--- src/rtl/i2c_txn_arbiter_if.sv ---
// Bundle of client request/response ports and the shared I2C master handshake.
// The master modport is the arbiter's view; slave is the clients plus the I2C master.
interface i2c_txn_arbiter_if #(
  parameter int unsigned NUM_REQ = 4
);
  logic [NUM_REQ-1:0]   req;
  logic [7*NUM_REQ-1:0] req_addr;
  logic [NUM_REQ-1:0]   req_rw;
  logic [8*NUM_REQ-1:0] req_wdata;
  logic [NUM_REQ-1:0]   gnt;
  logic [NUM_REQ-1:0]   done;
  logic                 err;
  logic [7:0]           rdata;
  logic                 m_start;
  logic [6:0]           m_addr;
  logic                 m_rw;
  logic [7:0]           m_wdata;
  logic                 m_abort;
  logic                 m_busy;
  logic                 m_done;
  logic                 m_nack;
  logic [7:0]           m_rdata;

  modport master (
    input  req, req_addr, req_rw, req_wdata, m_busy, m_done, m_nack, m_rdata,
    output gnt, done, err, rdata, m_start, m_addr, m_rw, m_wdata, m_abort
  );

  modport slave (
    output req, req_addr, req_rw, req_wdata, m_busy, m_done, m_nack, m_rdata,
    input  gnt, done, err, rdata, m_start, m_addr, m_rw, m_wdata, m_abort
  );
endinterface

--- src/rtl/i2c_txn_arbiter.sv ---
// Round-robin sequencer sharing one I2C master among NUM_REQ clients, with a
// bus-free gap between transactions and a watchdog abort on a hung master.
module i2c_txn_arbiter #(
  parameter int unsigned NUM_REQ     = 4,
  parameter int unsigned BUS_FREE    = 10,
  parameter int unsigned TIMEOUT_CYC = 4096,
  parameter int unsigned TO_W        = 13
) (
  input  logic              clk,
  input  logic              rst_n,
  i2c_txn_arbiter_if.master bus
);

  localparam int unsigned IDX_W = $clog2(NUM_REQ);
  localparam int unsigned GAP_W = $clog2(BUS_FREE + 1);

  typedef enum logic [1:0] {
    ST_IDLE  = 2'd0,
    ST_ISSUE = 2'd1,
    ST_WAIT  = 2'd2,
    ST_GAP   = 2'd3
  } state_t;

  state_t             r_state;
  logic [IDX_W-1:0]   r_rr;
  logic [IDX_W-1:0]   r_owner;
  logic [NUM_REQ-1:0] r_gnt;
  logic [NUM_REQ-1:0] r_done;
  logic               r_err;
  logic [7:0]         r_rdata;
  logic               r_start;
  logic               r_abort;
  logic [6:0]         r_addr;
  logic               r_rw;
  logic [7:0]         r_wdata;
  logic [TO_W-1:0]    r_wd;
  logic [GAP_W-1:0]   r_gap;

  logic               w_found;
  logic [IDX_W-1:0]   w_pick;
  logic [IDX_W-1:0]   w_rr_next;

  // First requesting client at or after the rr pointer, wrapping at NUM_REQ-1.
  always_comb begin
    int unsigned j;
    w_found = 1'b0;
    w_pick  = '0;
    j       = 0;
    for (int unsigned k = 0; k < NUM_REQ; k++) begin
      j = 32'(r_rr) + k;
      if (j >= NUM_REQ) j = j - NUM_REQ;
      if (!w_found && bus.req[IDX_W'(j)]) begin
        w_found = 1'b1;
        w_pick  = IDX_W'(j);
      end
    end
  end

  assign w_rr_next = (r_owner == IDX_W'(NUM_REQ - 1)) ? '0 : r_owner + IDX_W'(1);

  always_ff @(posedge clk or negedge rst_n) begin
    if (!rst_n) begin
      r_state <= ST_IDLE;
      r_rr    <= '0;
      r_owner <= '0;
      r_gnt   <= '0;
      r_done  <= '0;
      r_err   <= 1'b0;
      r_rdata <= '0;
      r_start <= 1'b0;
      r_abort <= 1'b0;
      r_addr  <= '0;
      r_rw    <= 1'b0;
      r_wdata <= '0;
      r_wd    <= '0;
      r_gap   <= '0;
    end else begin
      r_start <= 1'b0;
      r_abort <= 1'b0;
      r_done  <= '0;
      case (r_state)
        ST_IDLE: begin
          if (w_found && !bus.m_busy) begin
            r_owner <= w_pick;
            r_gnt   <= NUM_REQ'(1) << w_pick;
            r_addr  <= bus.req_addr[32'(w_pick)*7 +: 7];
            r_rw    <= bus.req_rw[w_pick];
            r_wdata <= bus.req_wdata[32'(w_pick)*8 +: 8];
            r_state <= ST_ISSUE;
          end
        end
        ST_ISSUE: begin
          r_start <= 1'b1;
          r_wd    <= '0;
          r_state <= ST_WAIT;
        end
        ST_WAIT: begin
          // A master completion on the expiry cycle takes priority over the abort.
          if (bus.m_done) begin
            r_done  <= r_gnt;
            r_err   <= bus.m_nack;
            if (r_rw && !bus.m_nack) r_rdata <= bus.m_rdata;
            r_gap   <= '0;
            r_state <= ST_GAP;
          end else if (r_wd == TO_W'(TIMEOUT_CYC - 1)) begin
            r_abort <= 1'b1;
            r_done  <= r_gnt;
            r_err   <= 1'b1;
            r_gap   <= '0;
            r_state <= ST_GAP;
          end else begin
            r_wd <= r_wd + TO_W'(1);
          end
        end
        ST_GAP: begin
          if (r_gap == GAP_W'(BUS_FREE - 1)) begin
            r_gnt   <= '0;
            r_rr    <= w_rr_next;
            r_state <= ST_IDLE;
          end else begin
            r_gap <= r_gap + GAP_W'(1);
          end
        end
        default: r_state <= ST_IDLE;
      endcase
    end
  end

  assign bus.gnt     = r_gnt;
  assign bus.done    = r_done;
  assign bus.err     = r_err;
  assign bus.rdata   = r_rdata;
  assign bus.m_start = r_start;
  assign bus.m_addr  = r_addr;
  assign bus.m_rw    = r_rw;
  assign bus.m_wdata = r_wdata;
  assign bus.m_abort = r_abort;

endmodule

--- src/flat_wrapper.sv ---
// flat-port wrapper written by rule: the top's interface ports become plain ports
module i2c_txn_arbiter_flat 
#(
  parameter int unsigned NUM_REQ     = 4,
  parameter int unsigned BUS_FREE    = 10,
  parameter int unsigned TIMEOUT_CYC = 4096,
  parameter int unsigned TO_W        = 13
)
  (clk, rst_n, bus_req, bus_req_addr, bus_req_rw, bus_req_wdata, bus_m_busy, bus_m_done, bus_m_nack, bus_m_rdata, bus_gnt, bus_done, bus_err, bus_rdata, bus_m_start, bus_m_addr, bus_m_rw, bus_m_wdata, bus_m_abort);
  i2c_txn_arbiter_if #(.NUM_REQ(NUM_REQ)) bus_i ();
  input  logic clk;
  input  logic rst_n;
  input wire logic [$bits(bus_i.req)-1:0] bus_req;
  input wire logic [$bits(bus_i.req_addr)-1:0] bus_req_addr;
  input wire logic [$bits(bus_i.req_rw)-1:0] bus_req_rw;
  input wire logic [$bits(bus_i.req_wdata)-1:0] bus_req_wdata;
  input wire logic [$bits(bus_i.m_busy)-1:0] bus_m_busy;
  input wire logic [$bits(bus_i.m_done)-1:0] bus_m_done;
  input wire logic [$bits(bus_i.m_nack)-1:0] bus_m_nack;
  input wire logic [$bits(bus_i.m_rdata)-1:0] bus_m_rdata;
  output wire logic [$bits(bus_i.gnt)-1:0] bus_gnt;
  output wire logic [$bits(bus_i.done)-1:0] bus_done;
  output wire logic [$bits(bus_i.err)-1:0] bus_err;
  output wire logic [$bits(bus_i.rdata)-1:0] bus_rdata;
  output wire logic [$bits(bus_i.m_start)-1:0] bus_m_start;
  output wire logic [$bits(bus_i.m_addr)-1:0] bus_m_addr;
  output wire logic [$bits(bus_i.m_rw)-1:0] bus_m_rw;
  output wire logic [$bits(bus_i.m_wdata)-1:0] bus_m_wdata;
  output wire logic [$bits(bus_i.m_abort)-1:0] bus_m_abort;
  assign bus_i.req = bus_req;
  assign bus_i.req_addr = bus_req_addr;
  assign bus_i.req_rw = bus_req_rw;
  assign bus_i.req_wdata = bus_req_wdata;
  assign bus_i.m_busy = bus_m_busy;
  assign bus_i.m_done = bus_m_done;
  assign bus_i.m_nack = bus_m_nack;
  assign bus_i.m_rdata = bus_m_rdata;
  assign bus_gnt = bus_i.gnt;
  assign bus_done = bus_i.done;
  assign bus_err = bus_i.err;
  assign bus_rdata = bus_i.rdata;
  assign bus_m_start = bus_i.m_start;
  assign bus_m_addr = bus_i.m_addr;
  assign bus_m_rw = bus_i.m_rw;
  assign bus_m_wdata = bus_i.m_wdata;
  assign bus_m_abort = bus_i.m_abort;
  i2c_txn_arbiter #(.NUM_REQ(NUM_REQ), .BUS_FREE(BUS_FREE), .TIMEOUT_CYC(TIMEOUT_CYC), .TO_W(TO_W)) u_core (.clk(clk), .rst_n(rst_n), .bus(bus_i));
endmodule
--- config.mk ---
export PLATFORM = sky130hd
export DESIGN_NAME = i2c_txn_arbiter_flat
export DESIGN_NICKNAME = d
export VERILOG_FILES = /design/src/rtl/i2c_txn_arbiter_if.sv /design/src/rtl/i2c_txn_arbiter.sv /design/src/flat_wrapper.sv
export SDC_FILE = /design/constraint.sdc
export NUM_CORES = 1
export LEC_CHECK = 0
export BUFFER_PORTS_ARGS = -buffer_cell sky130_fd_sc_hd__buf_2
export CAP_MARGIN = 10
export CORE_MARGIN = 2
export CORE_UTILIZATION = 50
export CTS_BUF_LIST = sky130_fd_sc_hd__clkbuf_4 sky130_fd_sc_hd__clkbuf_8
export DETAILED_ROUTE_END_ITERATION = 6
export PLACE_DENSITY = 0.84
export REMOVE_ABC_BUFFERS = 1
export SYNTH_ARGS = -nofsm -noshare
export SYNTH_HDL_FRONTEND = slang
export SYNTH_SLANG_ARGS = --single-unit
--- constraint.sdc ---
create_clock -name clk -period 2.7 [get_ports clk]
set_input_delay 0 -clock clk [delete_from_list [all_inputs] [get_ports clk]]
set_output_delay 0 -clock clk [all_outputs]
set_load 0.05 [all_outputs]
[Yosys cells after proc, flatten, opt, wreduce, memory -nomap -nowiden]
Cells that the tools add are included.
Word-level totals
  word-level logic and storage cells: 119
  register bits after elaboration: 58
  output and inout port bits: 35
  input port bits: 81
Operators by class
  reduce and logical (&&, ||, !) cells: 23
  shifts and indexed selects: 3
  muxes and demuxes: 47
  $add $sub $neg: 10
  $mul: 1
  order comparisons: 9
  equality and inequality tests: 12
Operator list (number)
  4-bit two-way mux: 8
  32-bit by 6-bit indexed part select with 8-bit output: 1
  28-bit by 6-bit indexed part select with 7-bit output: 1
  13-bit two-way mux: 2
  2-bit two-way mux: 13
  13-bit case mux with 2 select lines: 1
  4-bit case mux with 2 select lines: 2
  2-bit by 3-bit < comparator with 1-bit output, second input constant: 5
  1-bit two-way mux: 15
  3-bit AND reduction: 5
  13-bit by 1-bit adder with 13-bit output, second input constant: 1
  13-bit by 12-bit == test with 1-bit output, second input constant: 1
  1-bit binary-select mux with 2-bit select: 5
  3-bit >= comparator, second input constant: 3
  2-bit case mux with 4 select lines: 1
  2-bit nonzero test: 4
  2-bit by 1-bit subtractor with 2-bit output, second input constant: 4
  2-bit by 2-bit adder with 3-bit output, second input constant: 2
  2-bit == test, second input constant: 3
  2-bit != test, second input constant: 3
  2-bit AND reduction: 3
  1-bit logical AND: 5
  1-bit zero test: 5
  2-bit by 3-bit multiplier with 5-bit output, second input constant: 1
  10 further kinds: 11

[Longest topological paths before layout]
  depth in word-level cells: 17
  gate-level depth with buffers: 8
  gate-level depth less buffers: 7

[Worst setup path before layout]
OpenSTA, ideal clock, no wires.
  path kind: reg-to-reg
  from: reg u_core.r_state[0]
  to: reg u_core.r_wd[7]
  path buffers: 1
  arrival: 1664 ps
  setup time: 122 ps
  required time: 2578 ps
  period minus slack after synthesis: 1786 ps
  cell stages (with the launch flop): 9
  slack: 914 ps
  cells stage by stage: dfrtp_1 > inv_1 > ha_1 > nor2b_1 > buf_2 > o21ai_0 > nor4b_1 > xnor2_1 > nor2_1
Between the ends
  longest elaborated chain between the ends: 3
  elaborated cells between the ends (all ways): 7
  classes of those cells: eq/ne (4); mux (1); reduce/logical (2)
Ends and longest elaborated chain
  start: declaration: RTL line i2c_txn_arbiter.sv:24  | state_t r_state;
  start signal: assignment: RTL line i2c_txn_arbiter.sv:63  | r_state <= ST_IDLE;
  start signal: assignment: RTL line i2c_txn_arbiter.sv:89  | r_state <= ST_ISSUE;
  start signal: assignment: RTL line i2c_txn_arbiter.sv:95  | r_state <= ST_WAIT;
  2-bit == test / 2-bit by 1-bit == test with 1-bit output (equally long branches): RTL line i2c_txn_arbiter.sv:81  | case (r_state)
  2-bit != test (no line) / 2-bit nonzero test (equally long branches)
  3-bit AND reduction (no line)
  end signal: assignment: RTL line i2c_txn_arbiter.sv:112  | r_wd <= r_wd + TO_W'(1);
  end: declaration: RTL line i2c_txn_arbiter.sv:36  | logic [TO_W-1:0] r_wd;
Parallel ways exist; a longest one is shown, timed or not.
A chain may end at the register's enable or synchronous reset.

[Final worst setup path]
  from: reg u_core.r_rr[1]
  to: reg u_core.r_addr[2] (netlist: u_core.bus.m_addr[2])
Between the ends
  longest elaborated chain between the ends: 16
  elaborated cells between the ends (all ways): 41
  classes of those cells: add/sub (7); mul (1); order compare (4); shift (1); mux (20); reduce/logical (8)
Ends and longest elaborated chain
  start: declaration: RTL line i2c_txn_arbiter.sv:25  | logic [IDX_W-1:0] r_rr;
  start signal: assignment: RTL line i2c_txn_arbiter.sv:118  | r_rr <= w_rr_next;
  parallel branches: the longest is 16 deep, another holds 2-bit by 1-bit adder with 3-bit output
  end signal: assignment: RTL line i2c_txn_arbiter.sv:86  | r_addr <= bus.req_addr[32'(w_pick)*7 +: 7];
  end: declaration: RTL line i2c_txn_arbiter.sv:33  | logic [6:0] r_addr;
Parallel ways; which one is timed is not known. The select of a mux whose other input is x is not followed.

==> impl_metrics.tcl <==
set metrics [dict create \
    cts_sinks 58 \
    finish.utilization_pct 77.42 \
    timing.hold.worst.class "input port to flip-flop" \
    worstReg2RegEnd "u_core.bus.m_addr[2]$_DFFE_PN0P_" \
    post_synthesis_xor_xnor_area_fraction_pct 1.956 \
    critical-path-slowest-cell "dlygate4sd3_1" \
    htree_num_levels 3 \
    ys_seq_area_share_pct 46.31 \
    top_cells_by_area_synth "dfrtp_1 46%, mux2i_1 6.1%, o21ai_0 4.6%, a221oi_1 4.5%, nor2_1 4.1%" \
    largest_family_of_logic_cells_by_synthesized_area "compound AO/OA/AOI/OAI gates" \
    drt_first_pass_iters 5 \
    peakVddDrop_mv 0.7412 \
    final.setup.worst_slack_ns 0.1702 \
    antenna_left 0 \
    syn-instance-count 315 \
    floorplan.die_area_um2 6918 \
    critical_path_peak_fanout 10 \
    most_common_library_cell_in_the_layout_ignoring_fill_and_taps "buf_2" \
    yosysWarningCount 0 \
    ys_types 47 \
    ff2ff_setup_slack_ns 0.17 \
    postPlaceCellArea_um2 3767 \
    start_kind "flip-flop" \
    drcViolationCount 0 \
    synth_flop_cell "dfrtp_1" \
    design.final.nets 583 \
    ctsLongestPathBuffers 2 \
    drtIter0Drc 446 \
    power.total_mw 4.744 \
    crit_path_cell_trace "inv_1 > nor3_1 > o22a_2 > buf_4 > mux2i_1 > dlygate4sd3_1 > o22ai_1" \
    grtUsageTotal_pct 31.20 \
    power_density_nw_per_um2 1023 \
    clk-insertion-delay-late_ns 0.34 \
    grt_pass1_wl_mm 17.07 \
    asyncSetResetFlopFracSynth_pct 100.0 \
    end_kind "flip-flop" \
    layout_cells_sized_above_1_pct 30.06 \
    synth_edf_count 0 \
    via_per_inst 6.070 \
    yosysTopAreaCell "dfrtp_1" \
    p_leak_nw 2.178 \
    cp_data_required_time_ns 2.92 \
    most-common-layout-cells "115 x buf_2, 63 x dlygate4sd3_1, 58 x dfrtp_1" \
    grt_setup_unrepaired "no" \
    period_minus_slack_ns 2.530 \
    timing_worst_setup_path_type "flip-flop to flip-flop" \
    slowest_delay_ns 0.60 \
    synth_seq_cells 58 \
    area_fraction_in_compound_gates_after_synthesis_pct 18.56 \
    slew_headroom_pct 45.86 \
    hold_path_startpoint "bus_req_addr[0]" \
    setup_total_negative_slack_ns 0 \
    cts_made_buffers 9 \
    whs_ns 0.02401 \
    timing.fmax_mhz 395.3 \
    cts_tree "done" \
    hpwlAfterDp_mm 5.697 \
    worst_ep_arrival_time_ns 2.75 \
    fin_crit_sh_pct 93.70 \
    flow.area_growth_from_synthesis_pct 47.98 \
    core_um2 5991 \
    placement.setup.worst_slack_ns 0.6373 \
    first_global_vias 3625 \
    startpoint "u_core.r_rr[1]$_DFFE_PN0P_" \
    wl_per_cell_um 18.52 \
    largest_net_degree_at_the_start_of_global_routing 59 \
    hold-path-cell-count 3 \
    cap_viol_max_count 0 \
    avgSynthCellArea_um2 9.950 \
    design.portCount 116 \
    cts_root_buf "clkbuf_8" \
    final.setup_skew_ns 0.004227 \
    finalSetupViolations 0 \
    gpl.final_weighted_congestion 0.8447 \
    tightestPinTransition_ns 0.8102 \
    timing.reg2reg.worst_path_depth 7 \
    initial_antenna_violation_count 1 \
    site_rows 28 \
    run_status "finished clean" \
    synth_area_um2 3134 \
    final.fill_count 352 \
    synth_top_area_share_pct 46.31 \
    grt.overflow.total 0 \
    die_y_um 83.18 \
    die_width_um 83.18 \
    vias 3490 \
    clk_pin_slew_worst_paths_ns 0.07 \
    finalNonFillerCells 575 \
    detail_route.wirelength_mm 10.65 \
    synth_fa_ha_area_share_pct 3.194 \
    timing_hold_violations_final 0 \
    slew_limit_fails 0 \
    synth.area.mux_share_pct 9.301 \
    post_cts.repair.setup_buffers 0 \
    buffers_on_ports 115 \
    post_synth_and_or_nand_nor_area_fraction_pct 17.49 \
    min_to "u_core.bus.m_addr[0]$_DFFE_PN0P_" \
    dp_cells 495 \
    fin_area_um2 4638 \
    worstReg2RegStart "u_core.r_rr[1]$_DFFE_PN0P_" \
    initial_utilization_pct 52.32 \
]
## area by class of cell
class,count,area [um2],area share (%)
Clock inverter,6,105.1,2.266
Antenna cell,1,2.502,0.05395
Timing Repair Buffer,182,1236,26.65
Tap cell,75,93.84,2.023
Clock buffer,10,131.4,2.832
Inverter,9,33.78,0.7284
Sequential cell,58,1451,31.29
Multi-Input combinational cell,234,1584,34.15
## worst max path at each step
| stage | end | cells past startpoint |
|---|---|---|
| after floorplan | u_core.r_wd[7]$_DFFE_PN0P_ | 7 |
| after global placement | u_core.r_gap[2]$_DFFE_PN0P_ | 6 |
| after detailed placement | u_core.r_gap[2]$_DFFE_PN0P_ | 6 |
| after CTS | u_core.bus.m_rw$_DFFE_PN0P_ | 7 |
| after global routing | u_core.bus.m_wdata[2]$_DFFE_PN0P_ | 7 |
| final | u_core.bus.m_addr[2]$_DFFE_PN0P_ | 7 |
## synthesized netlist by cell type, drive strengths merged (6+ instances only)
| cell | instances |
|---|---|
| buf | 6 |
| o22ai | 16 |
| nor3 | 7 |
| clkbuf | 8 |
| inv | 9 |
| nor2 | 34 |
| mux2i | 19 |
| xnor2 | 7 |
| ha | 8 |
| a221oi | 16 |
| o21ai | 29 |
| mux2 | 9 |
| nand2 | 26 |
| nor2b | 6 |
| dfrtp | 58 |
## registers in the layout, summed over array words and instances, names as in the netlist
name,count
u_core.r_wd,13
u_core.bus.m_wdata,8
u_core.bus.m_addr,7
u_core.r_state,2
u_core.bus.m_rw,1
u_core.bus.m_start,1
u_core.bus.m_abort,1
u_core.r_gap,4
u_core.r_owner,2
u_core.bus.done,4
u_core.bus.rdata,8
u_core.bus.err,1
u_core.r_rr,2
u_core.bus.gnt,4
## timing repair
item | in CTS | in global routing
hold buffers | 63 | 0
gates resized for setup | 0 | 1
endpoints found under the setup margin | 0 | 9
hold endpoints to repair | 84 | 0
## worst max-delay path: cells and delay by family, from the launching register on
| family | cells | cell delay (ns) |
|---|---|---|
| DFF | 1 | 0.48 |
| AOI/OAI and AO/OA | 2 | 0.40 |
| muxes | 1 | 0.29 |
| and+or+nand+nor | 1 | 0.20 |
| buffers and inverters | 3 | 1.03 |
## power by group
part,switching (mW),total (mW),internal (mW)
registers,0.242,1.39,1.15
logic,1.58,2.39,0.808
clock network,0.344,0.962,0.618
## cells by family (layout without fill, tap and decap cells)
group | Yosys count | count (layout)
adders and majority gates | 8 | 8
AOI/OAI and AO/OA | 86 | 86
DFF | 58 | 58
and+or+nand+nor | 105 | 105
buffers and inverters | 23 | 207
other | 0 | 1
muxes | 28 | 28
xor gates and xnor gates | 7 | 7
## layer usage
layer  wire [um]  track usage [%]  share of wire [%]  vias up
li1            -                -                  -     1532
met1        3836            33.98                 36     1606
met2        5079            51.83                 48      280
met3        1061            10.24                 10       72
met4         672            20.42                6.3        0
met5           0                0                  0        -
(Power assumes the default switching activity.)
